==> src/rtl/dec_job_scheduler_if.sv <==
// Requester-side job/completion bundle for dec_job_scheduler.
// One lane per requester; descriptor fields are packed, lane i at [i*W +: W].
interface dec_job_scheduler_if #(
    parameter int unsigned NUM_REQ = 4,
    parameter int unsigned ADDR_W  = 64
);
    logic [NUM_REQ-1:0]        req_valid;
    logic [NUM_REQ-1:0]        req_ready;
    logic [NUM_REQ*ADDR_W-1:0] req_src_addr;
    logic [NUM_REQ*ADDR_W-1:0] req_des_addr;
    logic [NUM_REQ*32-1:0]     req_comp_len;
    logic [NUM_REQ*32-1:0]     req_decomp_len;
    logic [NUM_REQ-1:0]        cmp_valid;
    logic [1:0]                cmp_status;

    modport master (
        output req_valid, req_src_addr, req_des_addr, req_comp_len, req_decomp_len,
        input  req_ready, cmp_valid, cmp_status
    );

    modport slave (
        input  req_valid, req_src_addr, req_des_addr, req_comp_len, req_decomp_len,
        output req_ready, cmp_valid, cmp_status
    );
endinterface

==> src/rtl/dec_job_scheduler.sv <==
// Round-robin job scheduler in front of the single decompressor engine.
// Optional watchdog: define DEC_WATCHDOG_EN to time out RUN and halt with a sticky fault.
module dec_job_scheduler #(
    parameter int unsigned NUM_REQ            = 4,
    parameter int unsigned C_M_AXI_ADDR_WIDTH = 64,
    parameter int unsigned TIMEOUT_CYCLES     = 1048576
) (
    input  logic                          clk,
    input  logic                          rst_n,
    dec_job_scheduler_if.slave            job,
    output logic                          eng_start,
    output logic [C_M_AXI_ADDR_WIDTH-1:0] eng_src_addr,
    output logic [C_M_AXI_ADDR_WIDTH-1:0] eng_des_addr,
    output logic [31:0]                   eng_comp_len,
    output logic [31:0]                   eng_decomp_len,
    input  logic                          eng_idle,
    input  logic                          eng_ready,
    input  logic                          eng_done,
    output logic                          busy,
    output logic [2:0]                    cur_id,
    output logic                          fault
);

    localparam int unsigned AW  = C_M_AXI_ADDR_WIDTH;
    localparam int unsigned LW  = 32;
    localparam int unsigned IDW = 3;
    localparam int unsigned SW  = 2;
    localparam int unsigned GW  = 2;

    localparam logic [2:0] S_IDLE     = 3'd0;
    localparam logic [2:0] S_WAIT_ENG = 3'd1;
    localparam logic [2:0] S_RUN      = 3'd2;
    localparam logic [2:0] S_CMPL     = 3'd3;
    localparam logic [2:0] S_HALT     = 3'd4;

    localparam logic [SW-1:0] ST_OK      = 2'b00;
    localparam logic [SW-1:0] ST_ZERO    = 2'b01;
    localparam logic [SW-1:0] ST_TIMEOUT = 2'b10;

    logic [2:0]         state;
    logic [2:0]         state_nxt;
    logic [IDW-1:0]     last_grant;
    logic [IDW-1:0]     last_grant_nxt;
    logic [IDW-1:0]     grant_idx;
    logic               grant_vld;
    logic [7:0]         vld_ext;
    logic [31:0]        cand;
    logic [AW-1:0]      sel_src;
    logic [AW-1:0]      sel_des;
    logic [LW-1:0]      sel_comp;
    logic [LW-1:0]      sel_decomp;
    logic               zero_len;
    logic [SW-1:0]      status_q;
    logic [SW-1:0]      status_nxt;
    logic [GW-1:0]      guard_cnt;
    logic [GW-1:0]      guard_nxt;
    logic [NUM_REQ-1:0] req_ready_d;
    logic [NUM_REQ-1:0] cmp_valid_d;
    logic [SW-1:0]      cmp_status_d;
    logic               eng_start_d;
    logic               latch_en;
    logic               fault_d;

`ifdef DEC_WATCHDOG_EN
    logic [31:0]        wd_cnt;
    logic [31:0]        wd_nxt;
`else
    logic               unused_timeout;
    assign unused_timeout = ^32'(TIMEOUT_CYCLES);
`endif

    assign vld_ext = 8'(job.req_valid);

    // Round-robin pick: first requester at or above last_grant+1, wrapping.
    always_comb begin
        grant_vld = 1'b0;
        grant_idx = '0;
        cand      = '0;
        for (int unsigned k = 0; k < NUM_REQ; k++) begin
            cand = 32'(last_grant) + 32'(k) + 32'd1;
            if (cand >= NUM_REQ) cand = cand - NUM_REQ;
            if (!grant_vld && vld_ext[cand[2:0]]) begin
                grant_vld = 1'b1;
                grant_idx = cand[2:0];
            end
        end
    end

    // Descriptor of the requester being granted this cycle.
    always_comb begin
        sel_src    = '0;
        sel_des    = '0;
        sel_comp   = '0;
        sel_decomp = '0;
        for (int unsigned i = 0; i < NUM_REQ; i++) begin
            if (grant_idx == IDW'(i)) begin
                sel_src    = job.req_src_addr[i*AW +: AW];
                sel_des    = job.req_des_addr[i*AW +: AW];
                sel_comp   = job.req_comp_len[i*LW +: LW];
                sel_decomp = job.req_decomp_len[i*LW +: LW];
            end
        end
    end

    assign zero_len = (sel_comp == '0) || (sel_decomp == '0);

    // Next-state and registered-output decode.
    always_comb begin
        state_nxt      = state;
        last_grant_nxt = last_grant;
        status_nxt     = status_q;
        guard_nxt      = guard_cnt;
        req_ready_d    = '0;
        cmp_valid_d    = '0;
        cmp_status_d   = '0;
        eng_start_d    = 1'b0;
        latch_en       = 1'b0;
`ifdef DEC_WATCHDOG_EN
        fault_d        = fault;
        wd_nxt         = wd_cnt;
`else
        fault_d        = 1'b0;
`endif

        case (state)
            S_IDLE: begin
                if (grant_vld) begin
                    req_ready_d = NUM_REQ'(1) << grant_idx;
                    latch_en    = 1'b1;
                    if (zero_len) begin
                        state_nxt  = S_CMPL;
                        status_nxt = ST_ZERO;
                    end else begin
                        state_nxt  = S_WAIT_ENG;
                        status_nxt = ST_OK;
                    end
                end
            end

            S_WAIT_ENG: begin
                if (eng_idle && eng_ready) begin
                    eng_start_d = 1'b1;
                    guard_nxt   = '0;
                    state_nxt   = S_RUN;
`ifdef DEC_WATCHDOG_EN
                    wd_nxt      = '0;
`endif
                end
            end

            S_RUN: begin
                // A done level left over from the previous job is masked for two cycles.
                if (guard_cnt < GW'(2)) begin
                    guard_nxt = guard_cnt + GW'(1);
                end else if (eng_done) begin
                    state_nxt  = S_CMPL;
                    status_nxt = ST_OK;
                end
`ifdef DEC_WATCHDOG_EN
                wd_nxt = wd_cnt + 32'd1;
                if ((state_nxt == S_RUN) && (wd_nxt >= 32'(TIMEOUT_CYCLES))) begin
                    state_nxt  = S_CMPL;
                    status_nxt = ST_TIMEOUT;
                end
`endif
            end

            S_CMPL: begin
                cmp_valid_d    = NUM_REQ'(1) << cur_id;
                cmp_status_d   = status_q;
                last_grant_nxt = cur_id;
                state_nxt      = S_IDLE;
`ifdef DEC_WATCHDOG_EN
                if (status_q == ST_TIMEOUT) begin
                    state_nxt = S_HALT;
                    fault_d   = 1'b1;
                end
`endif
            end

            S_HALT: begin
                state_nxt = S_HALT;
            end

            default: begin
                state_nxt = S_IDLE;
            end
        endcase
    end

    always_ff @(posedge clk or negedge rst_n) begin
        if (!rst_n) state <= S_IDLE;
        else        state <= state_nxt;
    end

    // Control bookkeeping and the latched engine descriptor.
    always_ff @(posedge clk or negedge rst_n) begin
        if (!rst_n) begin
            last_grant     <= IDW'(NUM_REQ - 1);
            status_q       <= '0;
            guard_cnt      <= '0;
            cur_id         <= '0;
            eng_src_addr   <= '0;
            eng_des_addr   <= '0;
            eng_comp_len   <= '0;
            eng_decomp_len <= '0;
`ifdef DEC_WATCHDOG_EN
            wd_cnt         <= '0;
`endif
        end else begin
            last_grant <= last_grant_nxt;
            status_q   <= status_nxt;
            guard_cnt  <= guard_nxt;
`ifdef DEC_WATCHDOG_EN
            wd_cnt     <= wd_nxt;
`endif
            if (latch_en) begin
                cur_id         <= grant_idx;
                eng_src_addr   <= sel_src;
                eng_des_addr   <= sel_des;
                eng_comp_len   <= sel_comp;
                eng_decomp_len <= sel_decomp;
            end
        end
    end

    always_ff @(posedge clk or negedge rst_n) begin
        if (!rst_n) begin
            job.req_ready  <= '0;
            job.cmp_valid  <= '0;
            job.cmp_status <= '0;
            eng_start      <= 1'b0;
            busy           <= 1'b0;
            fault          <= 1'b0;
        end else begin
            job.req_ready  <= req_ready_d;
            job.cmp_valid  <= cmp_valid_d;
            job.cmp_status <= cmp_status_d;
            eng_start      <= eng_start_d;
            busy           <= (state_nxt != S_IDLE);
            fault          <= fault_d;
        end
    end

endmodule

==> src/flat_wrapper.sv <==
// flat-port wrapper written by rule: the top's interface ports become plain ports
module dec_job_scheduler_flat 
#(
    parameter int unsigned NUM_REQ            = 4,
    parameter int unsigned C_M_AXI_ADDR_WIDTH = 64,
    parameter int unsigned TIMEOUT_CYCLES     = 1048576
)
  (clk, rst_n, eng_start, eng_src_addr, eng_des_addr, eng_comp_len, eng_decomp_len, eng_idle, eng_ready, eng_done, busy, cur_id, fault, job_req_valid, job_req_src_addr, job_req_des_addr, job_req_comp_len, job_req_decomp_len, job_req_ready, job_cmp_valid, job_cmp_status);
  dec_job_scheduler_if #(.NUM_REQ(NUM_REQ), .ADDR_W((64))) job_i ();
  input  logic clk;
  input  logic rst_n;
  output logic eng_start;
  output logic [C_M_AXI_ADDR_WIDTH-1:0] eng_src_addr;
  output logic [C_M_AXI_ADDR_WIDTH-1:0] eng_des_addr;
  output logic [31:0] eng_comp_len;
  output logic [31:0] eng_decomp_len;
  input  logic eng_idle;
  input  logic eng_ready;
  input  logic eng_done;
  output logic busy;
  output logic [2:0] cur_id;
  output logic fault;
  input wire logic [$bits(job_i.req_valid)-1:0] job_req_valid;
  input wire logic [$bits(job_i.req_src_addr)-1:0] job_req_src_addr;
  input wire logic [$bits(job_i.req_des_addr)-1:0] job_req_des_addr;
  input wire logic [$bits(job_i.req_comp_len)-1:0] job_req_comp_len;
  input wire logic [$bits(job_i.req_decomp_len)-1:0] job_req_decomp_len;
  output wire logic [$bits(job_i.req_ready)-1:0] job_req_ready;
  output wire logic [$bits(job_i.cmp_valid)-1:0] job_cmp_valid;
  output wire logic [$bits(job_i.cmp_status)-1:0] job_cmp_status;
  assign job_i.req_valid = job_req_valid;
  assign job_i.req_src_addr = job_req_src_addr;
  assign job_i.req_des_addr = job_req_des_addr;
  assign job_i.req_comp_len = job_req_comp_len;
  assign job_i.req_decomp_len = job_req_decomp_len;
  assign job_req_ready = job_i.req_ready;
  assign job_cmp_valid = job_i.cmp_valid;
  assign job_cmp_status = job_i.cmp_status;
  dec_job_scheduler #(.NUM_REQ(NUM_REQ), .C_M_AXI_ADDR_WIDTH(C_M_AXI_ADDR_WIDTH), .TIMEOUT_CYCLES(TIMEOUT_CYCLES)) u_core (.clk(clk), .rst_n(rst_n), .job(job_i), .eng_start(eng_start), .eng_src_addr(eng_src_addr), .eng_des_addr(eng_des_addr), .eng_comp_len(eng_comp_len), .eng_decomp_len(eng_decomp_len), .eng_idle(eng_idle), .eng_ready(eng_ready), .eng_done(eng_done), .busy(busy), .cur_id(cur_id), .fault(fault));
endmodule
==> config.mk <==
export PLATFORM = sky130hd
export DESIGN_NAME = dec_job_scheduler_flat
export DESIGN_NICKNAME = d
export VERILOG_FILES = /design/src/rtl/dec_job_scheduler_if.sv /design/src/rtl/dec_job_scheduler.sv /design/src/flat_wrapper.sv
export SDC_FILE = /design/constraint.sdc
export NUM_CORES = 1
export LEC_CHECK = 0
export CELL_PAD_IN_SITES_DETAIL_PLACEMENT = 0
export CELL_PAD_IN_SITES_GLOBAL_PLACEMENT = 1
export CORE_AREA = 3 3 383 385
export CTS_BUF_LIST = sky130_fd_sc_hd__clkbuf_8
export CTS_CLUSTER_DIAMETER = 50
export DETAILED_ROUTE_END_ITERATION = 16
export DIE_AREA = 0 0 386 388
export PLACE_DENSITY_LB_ADDON = 0.1
export SLEW_MARGIN = 20
export SYNTH_ARGS = -nofsm -noshare
export SYNTH_HDL_FRONTEND = slang
export SYNTH_SLANG_ARGS = --single-unit
==> constraint.sdc <==
create_clock -name clk -period 3.5 [get_ports clk]
set_input_delay 0.875 -clock clk [delete_from_list [all_inputs] [get_ports clk]]
set_output_delay 0.875 -clock clk [all_outputs]
set_load 0.02 [all_outputs]
Yosys cells after proc, flatten, opt, wreduce, memory -nomap -nowiden
Index checks and enable logic that the tools add are counted.

word-level totals
  register bits = 217
  input port bits = 777
  output and inout bits = 208

cells by class
  add/sub/neg operators = 11
  magnitude comparators = 9
  equality and inequality tests = 12
  shift-type cells = 2
  multiplexer cells = 58
  reductions and logical operators = 17

operators with widths
  kind                 number
  $mux 64              8
  $mux 32              8
  $ge 32x3->1 const B  3
  $logic_not 32->1     2
  $mux 3               12
  $lt 3x4->1 const B   4
  $add 4x1->5 const B  3
  $mux 2               7
  $mux 1               13
  $bmux 1 s3           4
  $eq 3x2->1 const B   4
  $mux 4               3
  $pmux 3 s4           1
  $sub 3x3->3 const B  4
  $add 3x2->4 const B  2
  $pmux 2 s2           2
  $shl 1x3->4 const A  2
  $eq 3x1->1 const B   2
  $logic_not 3->1      2
  $ne 2x1->1 const B   3
  $add 3x1->4 const B  1
  $ge 4x3->1 const B   1
  $logic_and 1x1->1    4
  $ne 2x2->1 const B   2
  other kinds (9)      12

Logic depth before layout (Yosys ltp)
Gate-level depths: netlist of run 1.

  depth in word-level cells = 26
  gate-level depth with buffers = 16
  gate-level depth less buffers = 12

Worst setup path before layout of run 1
OpenSTA, ideal clock, no wires.

  path type = reg2reg
  start point = register u_core.last_grant[0]
  end point = register u_core.eng_comp_len[10]
  data arrival time = 3.485 ns
  data required time = 3.375 ns
  setup slack = -0.110 ns
  cell stages (with the launch flop) = 12
  buffers on the path = 3
  path through = dfstp_2 -> clkinv_1 -> ha_1 -> mux2_2 -> or4_1 -> o2111a_1 -> a22oi_2 -> buf_4 -> buf_2 -> buf_2 -> mux4_2 -> mux2_2

on the way
  word-level cells in the longest chain between the ends = 20
  elaborated cells between the ends (all ways) = 50
  those cells by class = 10 x add/sub; 4 x order compare; 3 x eq/ne; 26 x mux; 7 x reduce/logical

ends and longest elaborated chain
  item                                                                  line                      RTL
  start: declaration                                                    dec_job_scheduler.sv:42   logic [IDW-1:0] last_grant;
  start signal: assignment                                              dec_job_scheduler.sv:199  last_grant <= IDW'(NUM_REQ - 1);
  start signal: assignment                                              dec_job_scheduler.sv:211  last_grant <= last_grant_nxt;
  parallel branches: the longest is 20 deep, another holds $ge 32x3->1  n/a
  end signal: assignment                                                dec_job_scheduler.sv:221  eng_comp_len <= sel_comp;
  end: declaration                                                      dec_job_scheduler.sv:14   output logic [31:0] eng_comp_len,

Parallel ways; which one is timed is not known. The select of a mux whose other input is x is not followed.
A chain may end at the register's enable or synchronous reset.

Final worst setup path of run 1
  start point = register u_core.last_grant[0]
  end point = register u_core.state[1]

on the way
  word-level cells in the longest chain between the ends = 25
  elaborated cells between the ends (all ways) = 58
  those cells by class = 10 x add/sub; 4 x order compare; 3 x eq/ne; 31 x mux; 10 x reduce/logical

ends and longest elaborated chain
  item                                                                  line                      RTL
  parallel branches: the longest is 23 deep, another holds $ge 32x3->1  n/a
  $mux 3 *                                                              dec_job_scheduler.sv:127  if (grant_vld) begin
  $pmux 3 s4 *                                                          dec_job_scheduler.sv:125  case (state)
  named net u_core.state_nxt[1]                                         dec_job_scheduler.sv:41   logic [2:0] state_nxt;
  end signal: assignment                                                dec_job_scheduler.sv:193  else state <= state_nxt;
  end: declaration                                                      dec_job_scheduler.sv:40   logic [2:0] state;

Mark *: on every way through the listed nets, which the timed path passes. The select of a mux whose other input is x is not followed.

==> impl_metrics.toml, run 1 <==
[outcome]
run_status = "complete, but fails checks"
failed_checks = "negative setup slack"

[placed_design]
post-dp-hpwl_um = 107000
io_buffer_count = 982
gp_congestion = 0.854
placed_area_mm2 = 0.0279
place_ws_ps = -1190

[clocking]
worstSkewPairLatency_ps = 660
cts_sinks = 215
cts.path.max_buffers = 3
ctsHoldBuffers = 0
cts_tree = "done"
clk_pin_slew_ps = 50
h-tree-depth = 3
cts-root-buf = "clkbuf_8"
cts_buffers = 69

[critical_path]
crit_chain = "inv_4 -> ha_4 -> buf_6 -> nand3b_1 -> nor3b_4 -> or3_4 -> buf_6 -> buf_4 -> a22o_4 -> buf_12 -> buf_4 -> nand3_1 -> nand2_1 -> o211ai_1 -> a22oi_1 -> buf_4 -> a41oi_4 -> nand2_1"
cpMaxStageDelayCell = "dfstp_2"
cp-start-kind = "flop"
worstPathArrival_ps = 4290
crit_buf_inv = 7
path_class = "flop to flop"
worstPathMaxFanout = 21
crit_path_frequent_cell = "buf_4"
crit_family = "buffers and inverters"
worstPathRequired_ps = 4020
end_kind = "flop"
max_stage_delay_ps = 550

[cells_and_area]
stdcell_area_mm2 = 0.0335
fillers = 16041
fin_nets = 4166
drive_gt1_frac = 0.238
area_delta_synth_final_pct = 129

[sta]
rsz0062_at_grt = "yes"
maxSlewHeadroom = 0.538
maxSlewViolCount = 0
fmax_ghz = 0.266
fin_crit_sh = 1.08
setup_slack_ps = -266
finalClockSkew_ps = 27.0
hold_viol = 0
setup_tns_ps = -2470
period_minus_slack_ps = 3770
holdWs_ps = 145
final-setup-viol-count = 62
worstMarginPinSlew_ps = 689

[pwr]
total_power_mw = 44.8
switching_share = 0.496
ir_drop_mv = 0.588
p_clk_frac = 0.093
power.internal_mw = 22.5
power.share.combinational = 0.803
sequentialPowerShare = 0.103
power.density_mw_per_mm2 = 1330
power.switching_mw = 22.2
p_leak_nw = 13.4

[global_routing]
grt_pass1_vias = 21178
track_usage = 0.169
antenna_found_initial = 67
overflow = 0
grt_pass1_wl_um = 176000
grt_max_degree = 90

[hold_path]
hold_class = "primary input to asynchronous set/reset pin"

[routing]
vias = 20345
drt_iter0_markers = 883
wl_um = 134000
drcViolationCount = 0
wl_per_cell_um = 24.9
viasPerCell = 3.79
antenna_left = 0
first_pass_iters = 6

[job]
cap_violations = 0

[synthesis]
yosys-top-cells-count = "nand2_1 (561), nor2_1 (528), o21ai_0 (365), dfrtp_1 (213), nand3_1 (182)"
syn-cell-area_mm2 = 0.0146
yosys-mux-area-fraction = 0.0405
synth_xor_area_frac = 0.000598
synth_flop_cell = "dfrtp_1"
synth_fa_ha_area_frac = 0.00256
synth_top_family_by_area = "simple AND/OR/NAND/NOR gates"
yosys.area_share.simple = 0.382
synth_top_area_frac = 0.364
synth-edff-count = 0
synth-compound-area-share = 0.155
ys_seq_elements = 215
syn_avg_cell_area_um2 = 6.56
syn_inst = 2232
synth_warnings = 0
yosysMostFrequentCell = "nand2_1"
yosysUniqueCellTypes = 59
synthTopCellsByArea = "dfrtp_1 (36%), nand2_1 (14%), nor2_1 (14%), o21ai_0 (12%), nand3_1 (6.2%)"
synth_top_area_cell = "dfrtp_1"
ys_async_sr_fraction = 1.00
yosysSeqAreaShare = 0.367

[floorplanning]
io_pins = 985
die_w_um = 386
core_mm2 = 0.143
initial_utilization = 0.102
die_h_um = 388
die_area_mm2 = 0.150
rows = 139
worst register-to-register path, cell delays in order (launching register included):
cell and delay [ps]:
dfstp_2 550, inv_4 40, ha_4 260, buf_6 130, nand3b_1 190, nor3b_4 90
or3_4 420, buf_6 130, buf_4 140, a22o_4 300, buf_12 190, buf_4 220
nand3_1 100, nand2_1 130, o211ai_1 120, a22oi_1 100, buf_4 170, a41oi_4 260
nand2_1 80
state kept, by name, indices dropped and copies added, names as in the netlist, 2 cells and up:
| register | cells |
|---|---|
| u_core.eng_des_addr | 64 |
| u_core.cur_id | 3 |
| u_core.eng_comp_len | 32 |
| u_core.last_grant | 3 |
| u_core.eng_src_addr | 64 |
| u_core.job.cmp_valid | 4 |
| u_core.job.req_ready | 4 |
| u_core.state | 3 |
| u_core.eng_decomp_len | 32 |
| u_core.guard_cnt | 2 |
logic make-up after synthesis:
kind of cell             count (synthesis)
AO/OA/AOI/OAI                          426
multiplexers                            46
buffers and inverters                  177
flip-flops                             215
AND/OR/NAND/NOR                       1363
adder cells (fa/ha/maj)                  3
XOR/XNOR                                 1
other                                    1
through the flow:
step | utilization | cells
3_3_place_gp | 0.194 | 5130
2_1_floorplan | - | 2233
4_1_cts | 0.220 | 5306
3_5_place_dp | 0.194 | 5130
6_report | 0.234 | 5369
5_1_grt | 0.233 | 5350
final timing paths:
| kind | to | depth (start not counted) | start | slack (ps) |
|---|---|---|---|---|
| min in group clk | u_core.eng_des_addr[49] | 2 | u_core.eng_des_addr[49] | 480 |
| worst min-delay path | u_core.eng_des_addr[26] | 1 | rst_n | 150 |
| worst max-delay path | u_core.state[1] | 18 | u_core.last_grant[0] | -270 |
| max in group asynchronous | u_core.eng_des_addr[28] | 3 | rst_n | 2460 |
| worst min register to register | u_core.eng_des_addr[49] | 2 | u_core.eng_des_addr[49] | 480 |
| worst max register to register | u_core.state[1] | 18 | u_core.last_grant[0] | -270 |
routing by layer:
layer  share of wire  track usage  vias to the layer above
li1                -            -                     9871
met1            0.37        0.180                     9519
met2            0.52        0.312                      706
met3           0.084       0.0607                      207
met4           0.024       0.0454                       42
met5          0.0021            0                        -
final cells by class:
type,count,area [um2],share of cell area
Clock buffer,86,1180,0.0353
Clock inverter,33,283,0.00843
Timing Repair Buffer,1255,13500,0.404
Inverter,4,17.5,0.000522
Tap cell,1903,2380,0.0710
Multi-Input combinational cell,1841,10700,0.318
Sequential cell,215,5380,0.160
Antenna cell,32,80.1,0.00239
cells in the final DEF, fill, tap and decap left out, types with 12 or more instances in the layout:
master	n
nor2_4	76
nand2_2	23
nand2_4	27
o21ai_1	175
nand2_1	508
nand3_2	53
clkinv_2	14
clkdlybuf4s50_1	981
buf_4	132
clkbuf_16	12
buf_12	58
nor2_2	72
mux2_2	16
buf_8	13
buf_6	34
o21ai_0	106
diode_2	32
nor4_1	24
buf_16	24
nor2_1	380
dfrtp_1	213
nand3_1	123
or4_1	14
clkbuf_8	86
o21ai_2	75
nor3_1	15
repair_timing:
| item | 4_1_cts | 5_1_grt |
|---|---|---|
| setup endpoints to repair | 184 | 175 |
| pin swaps | 119 | 231 |
| cloned | 23 | 15 |
| setup buffers | 40 | 42 |
| gates resized for setup | 433 | 532 |
power by group through the flow:
| stage | combinational, mW | clock (mW) | sequential (mW) |
|---|---|---|---|
| global placement | 25.6 | 0 | 4.64 |
| detailed placement | 25.5 | 0 | 4.66 |
| floorplan | 11.7 | 0 | 5.87 |
| global route | 39.2 | 4.55 | 4.79 |
| CTS | 32.5 | 4.44 | 4.66 |
| finish | 36.0 | 4.18 | 4.62 |
Note: power is estimated with default switching activity, not from simulation.
==> run 2, diff against run 1 <==
CORE_AREA = 3 3 381 383   (was 3 3 383 385)
CTS_BUF_LIST = default   (was sky130_fd_sc_hd__clkbuf_8)
DIE_AREA = 0 0 384 386   (was 0 0 386 388)
clock period = 3.3 ns   (was 3.5 ns; I/O delays follow)
==> impl_metrics.toml, run 2 (same netlist as run 1, synthesis figures left out) <==
[outcome]
run_status = "complete, but fails checks"
failed_checks = "negative setup slack"

[hold_path]
hold_class = "primary input to asynchronous set/reset pin"

[job]
cap_violations = 0

[clocking]
worstSkewPairLatency_ps = 630
ctsHoldBuffers = 0
cts.path.max_buffers = 3
clk_pin_slew_ps = 50
cts_sinks = 215
h-tree-depth = 2
cts_buffers = 60
cts_tree = "done"
cts-root-buf = "clkbuf_16"

[sta]
finalClockSkew_ps = 31.0
fmax_ghz = 0.270
setup_tns_ps = -18540
fin_crit_sh = 1.12
final-setup-viol-count = 157
setup_slack_ps = -402
holdWs_ps = 133
worstMarginPinSlew_ps = 595
maxSlewViolCount = 0
maxSlewHeadroom = 0.600
rsz0062_at_grt = "yes"
hold_viol = 0
period_minus_slack_ps = 3700

[floorplanning]
die_area_mm2 = 0.148
die_w_um = 384
core_mm2 = 0.142
die_h_um = 386
rows = 138
initial_utilization = 0.103
io_pins = 985

[critical_path]
crit_buf_inv = 4
timing.critical_path.depth = 15
rrSetupSlack_ps = -400
max_stage_delay_ps = 550
worstPathRequired_ps = 3860
crit_path_frequent_cell = "buf_6"
rr_endpoint = "u_core.status_q[0]"
end_kind = "flop"
reg2reg_depth = 15
r2r_start = "u_core.last_grant[0]"
cp-start-kind = "flop"
worstPathMaxFanout = 5
path_class = "flop to flop"
crit_chain = "clkinv_4 -> ha_4 -> buf_6 -> mux2_4 -> mux2i_4 -> or3_4 -> buf_6 -> a221o_4 -> buf_12 -> mux4_2 -> nor2_2 -> nand4_1 -> nor4_4 -> a41oi_2 -> o21ai_1"
crit_family = "simple AND/OR/NAND/NOR gates"
cpMaxStageDelayCell = "dfstp_2"
worstPathArrival_ps = 4260

[routing]
drcViolationCount = 0
drt_iter0_markers = 812
antenna_left = 0
wl_um = 143000
first_pass_iters = 4
viasPerCell = 3.89
wl_per_cell_um = 26.6
vias = 20956

[placed_design]
io_buffer_count = 982
gp_congestion = 0.825
post-dp-hpwl_um = 108000
placed_cells = 5110

[pwr]
total_power_mw = 56.0
power.density_mw_per_mm2 = 1540
p_leak_nw = 14.5
ir_drop_mv = 0.640

[global_routing]
overflow = 0
antenna_found_initial = 72
grt_pass1_vias = 22022
track_usage = 0.182
grt_pass1_wl_um = 186000
grt_max_degree = 54

[cells_and_area]
area_delta_synth_final_pct = 148
fillers = 15520
drive_gt1_frac = 0.298
top_regs = "u_core.eng_des_addr (64), u_core.eng_src_addr (64)"
fin_nets = 4206
final_cell_mix = "clkdlybuf4s50_1 (981), nand2_1 (460), nor2_1 (355)"
layout.cells.non_filler = 5390
final_common_cell = "clkdlybuf4s50_1"
## run 2: layout make-up
type / count / area [um2] / area share
Sequential cell: 215 / 5380 / 0.148
Clock buffer: 72 / 1590 / 0.0436
Clock inverter: 40 / 494 / 0.0136
Multi-Input combinational cell: 1841 / 11900 / 0.328
Antenna cell: 24 / 60.1 / 0.00165
Tap cell: 1890 / 2360 / 0.0650
Inverter: 4 / 20.0 / 0.000551
Timing Repair Buffer: 1304 / 14500 / 0.399
## run 2: worst max path at each step
stage	start	to	slack [ps]
2_1_floorplan	u_core.last_grant[0]	u_core.status_q[0]	-130
3_3_place_gp	job_req_valid[2]	u_core.status_q[0]	-1380
3_5_place_dp	job_req_valid[2]	u_core.status_q[0]	-1330
4_1_cts	u_core.last_grant[0]	u_core.status_q[0]	-470
5_1_grt	u_core.last_grant[0]	u_core.status_q[0]	-570
6_report	u_core.last_grant[0]	u_core.status_q[0]	-400
## run 2: power breakdown
group	leakage (nW)	switching, mW	total, mW	internal [mW]
combinational	10.9	24.5	44.9	20.4
sequential	2.63	0.864	4.92	4.06
clock	1.01	2.02	6.13	4.11
## run 2: stage by stage
stage           util  cell area [um2]  worst slack [ps]
3_3_place_gp   0.197            27900             -1380
2_1_floorplan      -            14700              -126
6_report       0.256            36400              -402
4_1_cts        0.241            34100              -471
3_5_place_dp   0.197            27900             -1330
5_1_grt        0.256            36300              -572
## run 2: routing by layer
metal  share of wire  global-route usage  vias to the layer above  routed length [um]
li1                -                   -                     9997                   -
met1            0.38               0.202                     9976               55000
met2            0.51               0.329                      732               72900
met3           0.089              0.0711                      201               12700
met4           0.017              0.0328                       50                2440
met5          0.0023                   0                        -                 327
## run 2: repair_timing
action                                  in CTS  in global routing
gates cloned                                49                 13
pin swaps                                  211                249
endpoints found under the setup margin     181                196
buffers inserted                            73                 41
gates resized for setup                    852                539
==> run 3, diff against run 2 <==
PLACE_DENSITY_LB_ADDON = 0.25   (was 0.1)
RECOVER_POWER = 50   (was default)
==> impl_metrics.toml, run 3 (same netlist as run 1, synthesis figures left out) <==
[outcome]
run_status = "complete, but fails checks"
failed_checks = "max-capacitance violations, max-slew violations, negative setup slack"

[pwr]
p_leak_nw = 14.2
power.density_mw_per_mm2 = 1520
ir_drop_mv = 0.629
total_power_mw = 53.4

[sta]
fmax_ghz = 0.251
period_minus_slack_ps = 3980
final-setup-viol-count = 168
fin_crit_sh = 1.21
setup_slack_ps = -678
maxSlewViolCount = 53
worstMarginPinSlew_ps = 1650
finalClockSkew_ps = 32.3
rsz0062_at_grt = "yes"
maxSlewHeadroom = -0.0977
hold_viol = 0
setup_tns_ps = -43150

[routing]
wl_per_cell_um = 24.4
viasPerCell = 3.86
vias = 20903
drt_iter0_markers = 926
drcViolationCount = 0
first_pass_iters = 5
antenna_left = 0
wl_um = 132000

[critical_path]
r2r_start = "u_core.last_grant[0]"
worstPathMaxFanout = 6
rr_endpoint = "u_core.status_q[0]"
worstPathArrival_ps = 4560
rrSetupSlack_ps = -680
worstPathRequired_ps = 3880
path_class = "flop to flop"
cp-start-kind = "flop"
reg2reg_depth = 18
end_kind = "flop"

[hold_path]
holdPathStages = 1
holdCritStartpoint = "u_core.eng_comp_len[24]"
hold_end = "u_core.eng_comp_len[24]"
hold_class = "flop to flop"

[floorplanning]
initial_utilization = 0.103
core_mm2 = 0.142
io_pins = 985
die_area_mm2 = 0.148
rows = 138
die_h_um = 386
die_w_um = 384

[clocking]
cts_buffers = 61
cts.path.max_buffers = 3
cts-root-buf = "clkbuf_16"
worstSkewPairLatency_ps = 660
h-tree-depth = 2
clk_pin_slew_ps = 50
cts_sinks = 215
cts_tree = "done"

[cells_and_area]
fin_nets = 4225
area_delta_synth_final_pct = 141
drive_gt1_frac = 0.274
top_regs = "u_core.eng_des_addr (64), u_core.eng_src_addr (64)"
stdcell_area_mm2 = 0.0353
final_common_cell = "clkdlybuf4s50_1"
final_cell_mix = "clkdlybuf4s50_1 (979), nand2_1 (466), nor2_1 (391)"

[placed_design]
io_buffer_count = 982
placed_area_mm2 = 0.0281
gp_congestion = 0.851
place_ws_ps = -1860
post-dp-hpwl_um = 102000

[job]
cap_violations = 1

[global_routing]
antenna_found_initial = 69
overflow = 0
grt_pass1_wl_um = 168000
track_usage = 0.161
grt_max_degree = 88
grt_pass1_vias = 21085
[run 3: power breakdown]
part	switching (mW)	internal [mW]	total, mW
Sequential	0.848	4.06	4.90
Clock	2.26	3.73	5.99
Combinational	22.7	19.9	42.6
[run 3: cell type report]
class	count	area (um2)
fill	15627	106000
timing repair buffer	1322	14500
multi-input combinational	1841	10900
sequential	215	5380
tap	1890	2360
clock buffer	64	1560
clock inverter	52	518
antenna	24	60.1
inverter	4	20.0
[run 3: how the worst max path moves through the flow]
stage | start | end | slack, ps | depth (start not counted)
floorplan | u_core.last_grant[0] | u_core.status_q[0] | -130 | 15
global placement | job_req_valid[3] | u_core.status_q[0] | -1840 | 14
detailed placement | job_req_valid[3] | u_core.status_q[0] | -1860 | 14
CTS | u_core.last_grant[0] | u_core.status_q[0] | -670 | 14
global route | u_core.last_grant[0] | u_core.status_q[0] | -850 | 19
finish | u_core.last_grant[0] | u_core.status_q[0] | -680 | 18
[run 3: routing by layer]
layer | vias up | global-route usage | part of all wire | wire length [um]
met1 | 9884 | 0.176 | 0.38 | 50300
met3 | 201 | 0.0680 | 0.094 | 12400
met4 | 40 | 0.0463 | 0.029 | 3810
met5 | - | 0 | 0.0020 | 264
li1 | 10003 | - | - | -
met2 | 775 | 0.284 | 0.49 | 65200
[run 3: stage by stage]
stage	cells	util	hold slack [ps]
floorplan	2233	-	448
CTS	5302	0.228	76.8
finish	5412	0.249	475
global placement	5129	0.198	462
global route	5397	0.249	490
detailed placement	5129	0.198	468
[run 3: critical path, stage by stage (launching register included)]
cell      delay, ps
dfstp_2         560
clkinv_4         70
ha_4            260
buf_6           120
nand3b_1        120
buf_4           140
o22ai_4          70
or3_4           350
buf_6           140
a22oi_2         240
buf_4           160
buf_12          130
mux2_2          370
o21ai_0         160
nand2_1         200
nor4_4          390
buf_4           170
a41oi_2         130
o21ai_1         110
[run 3: repair_timing]
item,CTS,global route
hold buffers,0,0
setup endpoints to repair,186,194
resized for setup,504,625
buffers inserted,43,65
gates cloned,20,39
pin swaps,87,261
